===== src/rtl/rob_multi_commit_pkg.sv =====
// Shared types for the reorder buffer slice: ticket, writeback request,
// commit record and exception cause encoding.
package rob_multi_commit_pkg;

   localparam int XLEN         = 32;
   localparam int REG_W        = 5;
   localparam int ROB_ENTRIES  = 8;
   localparam int ROB_TW       = $clog2(ROB_ENTRIES);
   localparam int ROB_NUM_WB   = 3;
   localparam int ROB_COMMIT_W = 2;

   typedef logic [ROB_TW-1:0] rob_ticket_t;

   typedef enum logic [2:0] {
      NO_XCPT      = 3'd0,
      ILLEGAL      = 3'd1,
      MISALIGNED   = 3'd2,
      ACCESS_FAULT = 3'd3,
      ECALL        = 3'd4
   } xcpt_e;

   typedef struct packed {
      logic              valid;
      rob_ticket_t       ticket;
      logic [XLEN-1:0]   result;
      logic [REG_W-1:0]  dest;
      logic              reg_rw;
      logic              mem_rw;
      xcpt_e             xcpt;
   } rob_req_t;

   typedef struct packed {
      logic              valid;
      logic [REG_W-1:0]  dest;
      logic [XLEN-1:0]   result;
      logic              reg_rw;
   } rob_commit_t;

endpackage


===== src/rtl/rob_multi_commit_fwd_search.sv =====
// rob_fwd_search: youngest-first search for the closest older in-flight
// producer of a source register.
//  valid/ready/reg_rw  per-entry state bits
//  dest/result         per-entry destination and result
//  read_ptr            oldest entry; ticket = consumer's own ticket
//  rs                  source register (x0 never matches)
//  hit/ready_out/value producer found / producer written back / its result
module rob_fwd_search
   import rob_multi_commit_pkg::*;
#(
   parameter  int NUM_ENTRIES = ROB_ENTRIES,
   localparam int TW          = $clog2(NUM_ENTRIES)
) (
   input  logic [NUM_ENTRIES-1:0] valid,
   input  logic [NUM_ENTRIES-1:0] ready,
   input  logic [NUM_ENTRIES-1:0] reg_rw,
   input  logic [REG_W-1:0]       dest [NUM_ENTRIES],
   input  logic [XLEN-1:0]        result [NUM_ENTRIES],
   input  logic [TW-1:0]          read_ptr,
   input  logic [TW-1:0]          ticket,
   input  logic [REG_W-1:0]       rs,
   output logic                   hit,
   output logic                   ready_out,
   output logic [XLEN-1:0]        value
);

   logic [TW-1:0] older_s;
   logic [TW-1:0] idx_s;

   // Walk from ticket-1 back to read_ptr; the first match is the youngest older producer.
   always_comb begin
      hit       = 1'b0;
      ready_out = 1'b0;
      value     = '0;
      idx_s     = '0;
      // Number of entries strictly older than the consumer (0 when it is the head).
      older_s   = ticket - read_ptr;
      for (int d = 1; d < NUM_ENTRIES; d++) begin
         idx_s = ticket - TW'(d);
         if (!hit && (rs != '0) && (TW'(d) <= older_s) &&
             valid[idx_s] && reg_rw[idx_s] && (dest[idx_s] == rs)) begin
            hit       = 1'b1;
            ready_out = ready[idx_s];
            value     = ready[idx_s] ? result[idx_s] : '0;
         end else begin
            hit = hit;
         end
      end
   end

endmodule


===== src/rtl/rob_multi_commit.sv =====
// rob_multi_commit: reorder buffer with in-order allocation, NUM_WB
// writebacks per cycle, up to COMMIT_W in-order commits per cycle, store
// handshake at the head, flush on head exception and operand forwarding.
//  clk/reset          clock, async active-low reset
//  enable             0 freezes state and gates commit/store/flush outputs
//  alloc_*            allocation request, ready, assigned ticket
//  wb_in              writeback channels (lowest index wins on a clash)
//  commit_*           per-slot commit record
//  st_*               head store request / ack
//  flush_out/xcpt_out head exception pulse and cause
//  count_out          occupancy
//  fwd_*              forwarding lookup for two sources
module rob_multi_commit
   import rob_multi_commit_pkg::*;
#(
   parameter  int NUM_ENTRIES = ROB_ENTRIES,
   parameter  int NUM_WB      = ROB_NUM_WB,
   parameter  int COMMIT_W    = ROB_COMMIT_W,
   localparam int TW          = $clog2(NUM_ENTRIES)
) (
   input  logic                            clk,
   input  logic                            reset,
   input  logic                            enable,
   input  logic                            alloc_valid_in,
   input  logic [REG_W-1:0]                alloc_dest_in,
   output logic                            alloc_ready_out,
   output logic [TW-1:0]                   alloc_ticket_out,
   input  rob_req_t                        wb_in [NUM_WB],
   output logic [COMMIT_W-1:0]             commit_valid_out,
   output logic [COMMIT_W-1:0][REG_W-1:0]  commit_dest_out,
   output logic [COMMIT_W-1:0][XLEN-1:0]   commit_result_out,
   output logic [COMMIT_W-1:0]             commit_reg_rw_out,
   output logic                            st_req_out,
   output logic [TW-1:0]                   st_ticket_out,
   input  logic                            st_ack_in,
   output logic                            flush_out,
   output xcpt_e                           xcpt_out,
   output logic [TW:0]                     count_out,
   input  logic [TW-1:0]                   fwd_ticket_in,
   input  logic [REG_W-1:0]                fwd_rs1_in,
   input  logic [REG_W-1:0]                fwd_rs2_in,
   output logic                            fwd_src1_hit_out,
   output logic                            fwd_src1_ready_out,
   output logic [XLEN-1:0]                 fwd_src1_out,
   output logic                            fwd_src2_hit_out,
   output logic                            fwd_src2_ready_out,
   output logic [XLEN-1:0]                 fwd_src2_out
);

   localparam int CW = TW + 1;

   logic [NUM_ENTRIES-1:0] valid_r, ready_r, reg_rw_r, mem_rw_r;
   logic [REG_W-1:0]       dest_r   [NUM_ENTRIES];
   logic [XLEN-1:0]        result_r [NUM_ENTRIES];
   xcpt_e                  xcpt_r   [NUM_ENTRIES];
   logic [TW-1:0]          read_ptr_r, write_ptr_r;
   logic [CW-1:0]          cnt_r;

   logic                   head_done_s, flush_s, st_req_s, alloc_ready_s, alloc_fire_s;
   logic                   chain_s;
   logic [TW-1:0]          slot_idx_s [COMMIT_W];
   rob_commit_t [COMMIT_W-1:0] commit_s;
   logic [CW-1:0]          ncommit_s;
   logic                   wb_hit_s [NUM_ENTRIES];
   rob_req_t               wb_sel_s [NUM_ENTRIES];

   assign head_done_s   = valid_r[read_ptr_r] && ready_r[read_ptr_r];
   assign flush_s       = enable && head_done_s && (xcpt_r[read_ptr_r] != NO_XCPT);
   assign st_req_s      = enable && head_done_s && mem_rw_r[read_ptr_r] &&
                          (xcpt_r[read_ptr_r] == NO_XCPT);
   assign alloc_ready_s = (cnt_r < CW'(NUM_ENTRIES)) && !flush_s;
   assign alloc_fire_s  = enable && alloc_valid_in && alloc_ready_s;

   // Commit group: contiguous ready, exception-free entries from the head; a store only in slot 0 with ack.
   always_comb begin
      commit_s  = '0;
      ncommit_s = '0;
      chain_s   = enable;
      for (int k = 0; k < COMMIT_W; k++) begin
         slot_idx_s[k] = read_ptr_r + TW'(k);
         if (chain_s && valid_r[slot_idx_s[k]] && ready_r[slot_idx_s[k]] &&
             (xcpt_r[slot_idx_s[k]] == NO_XCPT) &&
             (!mem_rw_r[slot_idx_s[k]] || ((k == 0) && st_ack_in))) begin
            commit_s[k].valid  = 1'b1;
            commit_s[k].dest   = dest_r[slot_idx_s[k]];
            commit_s[k].result = result_r[slot_idx_s[k]];
            commit_s[k].reg_rw = reg_rw_r[slot_idx_s[k]];
            ncommit_s          = ncommit_s + CW'(1);
            // A committed store closes the group.
            chain_s            = !mem_rw_r[slot_idx_s[k]];
         end else begin
            chain_s = 1'b0;
         end
      end
   end

   // Per-entry writeback select; scanning high to low lets the lowest channel win.
   always_comb begin
      for (int e = 0; e < NUM_ENTRIES; e++) begin
         wb_hit_s[e] = 1'b0;
         wb_sel_s[e] = '0;
         for (int i = NUM_WB - 1; i >= 0; i--) begin
            if (wb_in[i].valid && (wb_in[i].ticket[TW-1:0] == TW'(e))) begin
               wb_hit_s[e] = 1'b1;
               wb_sel_s[e] = wb_in[i];
            end else begin
               wb_hit_s[e] = wb_hit_s[e];
            end
         end
      end
   end

   // Entry state, pointers and occupancy.
   always_ff @(posedge clk or negedge reset) begin
      if (!reset) begin
         valid_r     <= '0;
         ready_r     <= '0;
         reg_rw_r    <= '0;
         mem_rw_r    <= '0;
         read_ptr_r  <= '0;
         write_ptr_r <= '0;
         cnt_r       <= '0;
         for (int e = 0; e < NUM_ENTRIES; e++) begin
            dest_r[e]   <= '0;
            result_r[e] <= '0;
            xcpt_r[e]   <= NO_XCPT;
         end
      end else if (enable) begin
         if (flush_s) begin
            // Discard everything in flight; same-cycle allocs and writebacks are dropped.
            valid_r     <= '0;
            ready_r     <= '0;
            write_ptr_r <= read_ptr_r;
            cnt_r       <= '0;
         end else begin
            for (int e = 0; e < NUM_ENTRIES; e++) begin
               if (valid_r[e] && wb_hit_s[e]) begin
                  ready_r[e]  <= 1'b1;
                  result_r[e] <= wb_sel_s[e].result;
                  dest_r[e]   <= wb_sel_s[e].dest;
                  reg_rw_r[e] <= wb_sel_s[e].reg_rw;
                  mem_rw_r[e] <= wb_sel_s[e].mem_rw;
                  xcpt_r[e]   <= wb_sel_s[e].xcpt;
               end
            end
            for (int k = 0; k < COMMIT_W; k++) begin
               if (commit_s[k].valid) begin
                  valid_r[slot_idx_s[k]] <= 1'b0;
                  ready_r[slot_idx_s[k]] <= 1'b0;
               end
            end
            if (alloc_fire_s) begin
               valid_r[write_ptr_r]  <= 1'b1;
               ready_r[write_ptr_r]  <= 1'b0;
               dest_r[write_ptr_r]   <= alloc_dest_in;
               // Presume a register write until writeback says otherwise, so unready producers forward.
               reg_rw_r[write_ptr_r] <= (alloc_dest_in != '0);
               mem_rw_r[write_ptr_r] <= 1'b0;
               xcpt_r[write_ptr_r]   <= NO_XCPT;
               write_ptr_r           <= write_ptr_r + TW'(1);
            end
            read_ptr_r <= read_ptr_r + ncommit_s[TW-1:0];
            cnt_r      <= cnt_r + CW'(alloc_fire_s) - ncommit_s;
         end
      end
   end

   assign alloc_ready_out  = alloc_ready_s;
   assign alloc_ticket_out = write_ptr_r;
   assign st_req_out       = st_req_s;
   assign st_ticket_out    = read_ptr_r;
   assign flush_out        = flush_s;
   assign xcpt_out         = flush_s ? xcpt_r[read_ptr_r] : NO_XCPT;
   assign count_out        = cnt_r;

   // Unpack the commit records onto the flat output ports.
   always_comb begin
      for (int k = 0; k < COMMIT_W; k++) begin
         commit_valid_out[k]  = commit_s[k].valid;
         commit_dest_out[k]   = commit_s[k].dest;
         commit_result_out[k] = commit_s[k].result;
         commit_reg_rw_out[k] = commit_s[k].reg_rw;
      end
   end

   rob_fwd_search #(.NUM_ENTRIES(NUM_ENTRIES)) u_fwd_src1 (
      .valid(valid_r), .ready(ready_r), .reg_rw(reg_rw_r),
      .dest(dest_r), .result(result_r),
      .read_ptr(read_ptr_r), .ticket(fwd_ticket_in), .rs(fwd_rs1_in),
      .hit(fwd_src1_hit_out), .ready_out(fwd_src1_ready_out), .value(fwd_src1_out)
   );

   rob_fwd_search #(.NUM_ENTRIES(NUM_ENTRIES)) u_fwd_src2 (
      .valid(valid_r), .ready(ready_r), .reg_rw(reg_rw_r),
      .dest(dest_r), .result(result_r),
      .read_ptr(read_ptr_r), .ticket(fwd_ticket_in), .rs(fwd_rs2_in),
      .hit(fwd_src2_hit_out), .ready_out(fwd_src2_ready_out), .value(fwd_src2_out)
   );

endmodule

===== config.mk =====
export PLATFORM = sky130hd
export DESIGN_NAME = rob_multi_commit
export DESIGN_NICKNAME = d
export VERILOG_FILES = /design/src/rtl/rob_multi_commit_pkg.sv /design/src/rtl/rob_multi_commit_fwd_search.sv /design/src/rtl/rob_multi_commit.sv
export SDC_FILE = /design/constraint.sdc
export NUM_CORES = 2
export LEC_CHECK = 0
export ABC_AREA = 0
export BUFFER_PORTS_ARGS = -buffer_cell sky130_fd_sc_hd__buf_4
export CAP_MARGIN = 20
export CELL_PAD_IN_SITES_DETAIL_PLACEMENT = 1
export CELL_PAD_IN_SITES_GLOBAL_PLACEMENT = 1
export CORE_ASPECT_RATIO = 1.75
export CORE_MARGIN = 1.5
export CORE_UTILIZATION = 47
export CTS_BUF_LIST = sky130_fd_sc_hd__clkbuf_2
export DETAILED_ROUTE_END_ITERATION = 16
export PLACE_DENSITY = 0.92
export SKIP_LAST_GASP = 1
export SYNTH_ARGS = -nofsm -noshare
export SYNTH_HDL_FRONTEND = slang
export SYNTH_SLANG_ARGS = --single-unit

===== constraint.sdc =====
create_clock -name clk -period 7 [get_ports clk]
set_input_delay 0.35 -clock clk [delete_from_list [all_inputs] [get_ports clk]]
set_output_delay 0.35 -clock clk [all_outputs]
set_load 0.05 [all_outputs]

==> flow_metrics.py <==
metrics = {
    "synthesis": {
        "ys_ff_latch": 362,
        "synthSimpleGateAreaFrac_pct": 21.51,
        "synth_edf_count": 0,
        "avgSynthCellArea_um2": 7.734,
        "yosys.cell_types.count": 90,
        "ys.flop_type": "dfrtp_1",
        "yosys.area_share.adder_pct": 0.5073,
        "syn-num-nets": 5534,
        "async_flop_share_pct": 100.0,
        "synth_top_family_by_area": "compound AO/OA/AOI/OAI gates",
        "yosysSeqAreaShare_pct": 21.86,
        "synth-compound-area-share_pct": 26.94,
        "muxShareOfSynthArea_pct": 20.86,
        "yosysWarnings": 0,
        "synth_xor_area_share_pct": 1.621,
        "syn_inst": 5358,
        "synth_area_um2": 41440,
    },
    "floorplanning": {
        "dieWidth_um": 227.5,
        "core_area_um2": 87130,
        "die_height_um": 395.8,
        "io_pins": 323,
        "die-area_um2": 90030,
        "start_util_pct": 47.56,
        "placementRows": 143,
    },
    "layout": {
        "nets": 5661,
        "drive_above_1_share_pct": 18.27,
        "layout.cells.most_common": "nand2_1",
        "finish.utilization_pct": 54.13,
        "area.growth.synth_to_final_pct": 13.81,
        "layout_common_cells": "nand2_1, a21oi_1, buf_4",
    },
    "global_route": {
        "grt-ovfl-total": 0,
        "antenna_found_initial": 14,
        "grtUsageTotal_pct": 51.84,
        "grt_max_degree": 165,
        "grt_pass1_vias": 55286,
        "grt_pass1_wl_mm": 349.2,
    },
    "route": {
        "drt.antenna.violating_nets": 0,
        "drt_wl_total_mm": 238.1,
        "vias": 54238,
        "drc": 0,
        "avgRoutedWirePerCell_um": 35.48,
        "drt_first_pass_iters": 12,
        "via_per_inst": 8.083,
        "drt_iter0_drc": 10674,
    },
    "sta": {
        "fmax_ghz": 0.1442,
        "tns_ps": 0,
        "setup_viol": 0,
        "slew-limit-headroom_pct": 15.03,
        "worst_clock_skew_ps": 134.5,
        "fin_crit_sh_pct": 99.07,
        "drv_slew": 0,
        "tightestPinTransition_ps": 1263,
        "layout_setup_ws_ps": 65.37,
        "finalCriticalPeriod_ps": 6935,
        "rsz0062_at_grt": "no",
        "hold_viol": 0,
    },
    "clock_tree": {
        "htreeDepth": 3,
        "cts_buffer_depth": 3,
        "cts.sinks": 362,
        "clk_pin_slew_ps": 180,
        "post_cts_buffers": 0,
        "numCtsBuffers": 76,
        "insertion_delay_ps": 1230,
        "root_buffer": "clkbuf_2",
        "cts_tree": "done",
    },
    "setup_path": {
        "critical-path-max-stage-delay_ps": 1130,
        "rr_worst_depth": 19,
        "crit_end": "commit_result_out[49]",
        "arrival_ps": 6580,
        "rrSetupSlack_ps": 1430,
        "slowest_stage": "nor4_1",
        "r2r-start": "st_ticket_out[0]$_DFFE_PN0P_",
        "timing.critical_path.buf_inv": 5,
        "worst_path_most_repeated_cell": "buf_4",
        "crit_path_start": "st_ticket_out[0]$_DFFE_PN0P_",
        "worstSetupEndpointType": "primary output",
        "crit_chain": "buf_4 > nor2b_1 > a22o_1 > a22oi_1 > a2111o_1 > or3_2 > buf_4 > inv_2 > nand2_2 > buf_4 > nor4_1 > buf_4",
        "start_kind": "register",
        "path_max_fanout": 44,
        "worstSetupPathDepth": 12,
        "worstSetupPathType": "register to primary output",
        "r2r-end": "count_out[3]$_DFFE_PN0P_",
        "critPathRequiredTime_ps": 6650,
        "cpLargestDelayFamily": "simple AND/OR/NAND/NOR gates",
    },
    "power_and_ir_drop": {
        "powerDensity_nw_per_um2": 235.3,
        "peakVddDrop_mv": 0.1502,
        "power_mw": 11.10,
        "p_leak_nw": 18.18,
    },
    "hold_path": {
        "hp-class": "input port to register",
    },
    "flow_run": {
        "drv_cap": 0,
    },
    "placed_design": {
        "dp_worst_setup_slack_ps": 1442,
        "dpl.hpwl_mm": 153.6,
        "port_buffers": 322,
        "gp_congestion": 1.033,
    },
    "run_status": {
        "status": "complete, no violations",
    },
}
per-stage QoR:
stage | area (um^2) | std cells | hold WS (ps)
finish | 47160 | 6710 | 54.30
global route | 47160 | 6707 | 114.8
CTS | 46950 | 6688 | 30.31
detailed placement | 44010 | 6331 | 345.9
global placement | 44010 | 6331 | 341.2
floorplan | 41440 | 5358 | 54.41
area by class of cell:
type | instances | area (um^2)
timing repair buffer | 675 | 5803
clock buffer | 106 | 530.5
tap | 1160 | 1451
multi-input combinational | 4329 | 30010
sequential | 362 | 9059
antenna | 11 | 27.53
clock inverter | 26 | 132.6
fill | 10572 | 39970
inverter | 41 | 153.9
state kept, by name (all words and copies together), names as in the netlist:
signal and flops:
valid_r 8, st_ticket_out 3, dest_r 40, reg_rw_r 8
xcpt_r 24, mem_rw_r 8, count_out 4, alloc_ticket_out 3
result_r 256, ready_r 8
how the worst min path moves through the flow:
stage,start,to,slack (ps),cells past startpoint
floorplan,reset,alloc_ticket_out[0]$_DFFE_PN0P_,50,0
global placement,reset,alloc_ticket_out[2]$_DFFE_PN0P_,340,1
detailed placement,reset,alloc_ticket_out[2]$_DFFE_PN0P_,350,1
CTS,wb_in[136],result_r[41]$_DFFE_PN0P_,30,5
global route,wb_in[136],result_r[34]$_DFFE_PN0P_,110,5
finish,wb_in[107],result_r[133]$_DFFE_PN0P_,50,4
synthesized netlist by cell type, types with 7 or more instances:
cell	instances	area, um^2
a2111oi_0	14	122.6
a211o_1	35	306.5
a21o_1	41	307.8
a21oi_1	473	2367
a221o_1	75	750.7
a221oi_1	44	385.4
a22oi_1	9	67.56
a31oi_1	20	125.1
and2_1	16	100.1
and3_1	32	200.2
buf_1	68	255.2
buf_2	66	330.3
buf_4	21	157.7
buf_6	10	112.6
clkbuf_1	432	1622
clkbuf_2	29	145.1
dfrtp_1	362	9059
ha_1	12	150.1
inv_1	39	146.4
mux2_2	8	90.09
mux2i_1	143	1431
mux4_2	315	7094
nand2_1	1280	4805
nand2b_1	22	137.6
nand3_1	180	900.9
nand4_1	15	93.84
nor2_1	195	732.0
nor2b_1	21	131.4
nor3_1	76	380.4
nor4_1	55	344.1
o2111ai_1	30	262.8
o211ai_1	27	202.7
o21ai_0	366	1832
o21ai_1	7	35.03
o221ai_1	40	350.3
o22a_1	48	420.4
o22ai_1	265	1658
o2bb2ai_1	13	113.9
o31ai_1	166	1246
o32ai_1	19	166.4
or2_2	36	225.2
or3_1	13	81.33
or4_1	44	330.3
xnor2_1	54	473.0
xor2_1	19	166.4
timing repair:
| action | 4_1_cts | 5_1_grt |
|---|---|---|
| endpoints found under the hold margin | 691 | 0 |
| gates resized for setup | 0 | 0 |
| hold buffers | 225 | 0 |
tightest hold or removal path: cells and delay by family:
family          cells  cell delay, ps
buf+inv             2             710
compound gates      2             210
layer usage:
layer  GRT usage, %  routed length [um]  vias up
met2          72.58               96340     6183
met3          23.98               41980     2183
li1               -                   -    20371
met4          39.78               23770       14
met1          60.86               75760    25487
met5          1.335                 253        -
report_power, final:
group | leakage (nW) | switching, mW | internal (mW) | total, mW
Clock | 0.507 | 0.975 | 0.445 | 1.42
Combinational | 12.7 | 3.61 | 2.37 | 5.98
Sequential | 4.93 | 1.23 | 2.47 | 3.69
Total | 18.2 | 5.82 | 5.28 | 11.1
cell families (layout without fill, tap and decap cells):
| logic type | Yosys count | in the layout |
|---|---|---|
| and+or+nand+nor | 2031 | 2031 |
| other | 0 | 11 |
| DFF | 362 | 362 |
| buffers and inverters | 667 | 848 |
| adders and majority gates | 15 | 15 |
| xor gates and xnor gates | 75 | 75 |
| AOI/OAI and AO/OA | 1740 | 1740 |
| muxes | 468 | 468 |
Power figures use the tool's default switching activity.
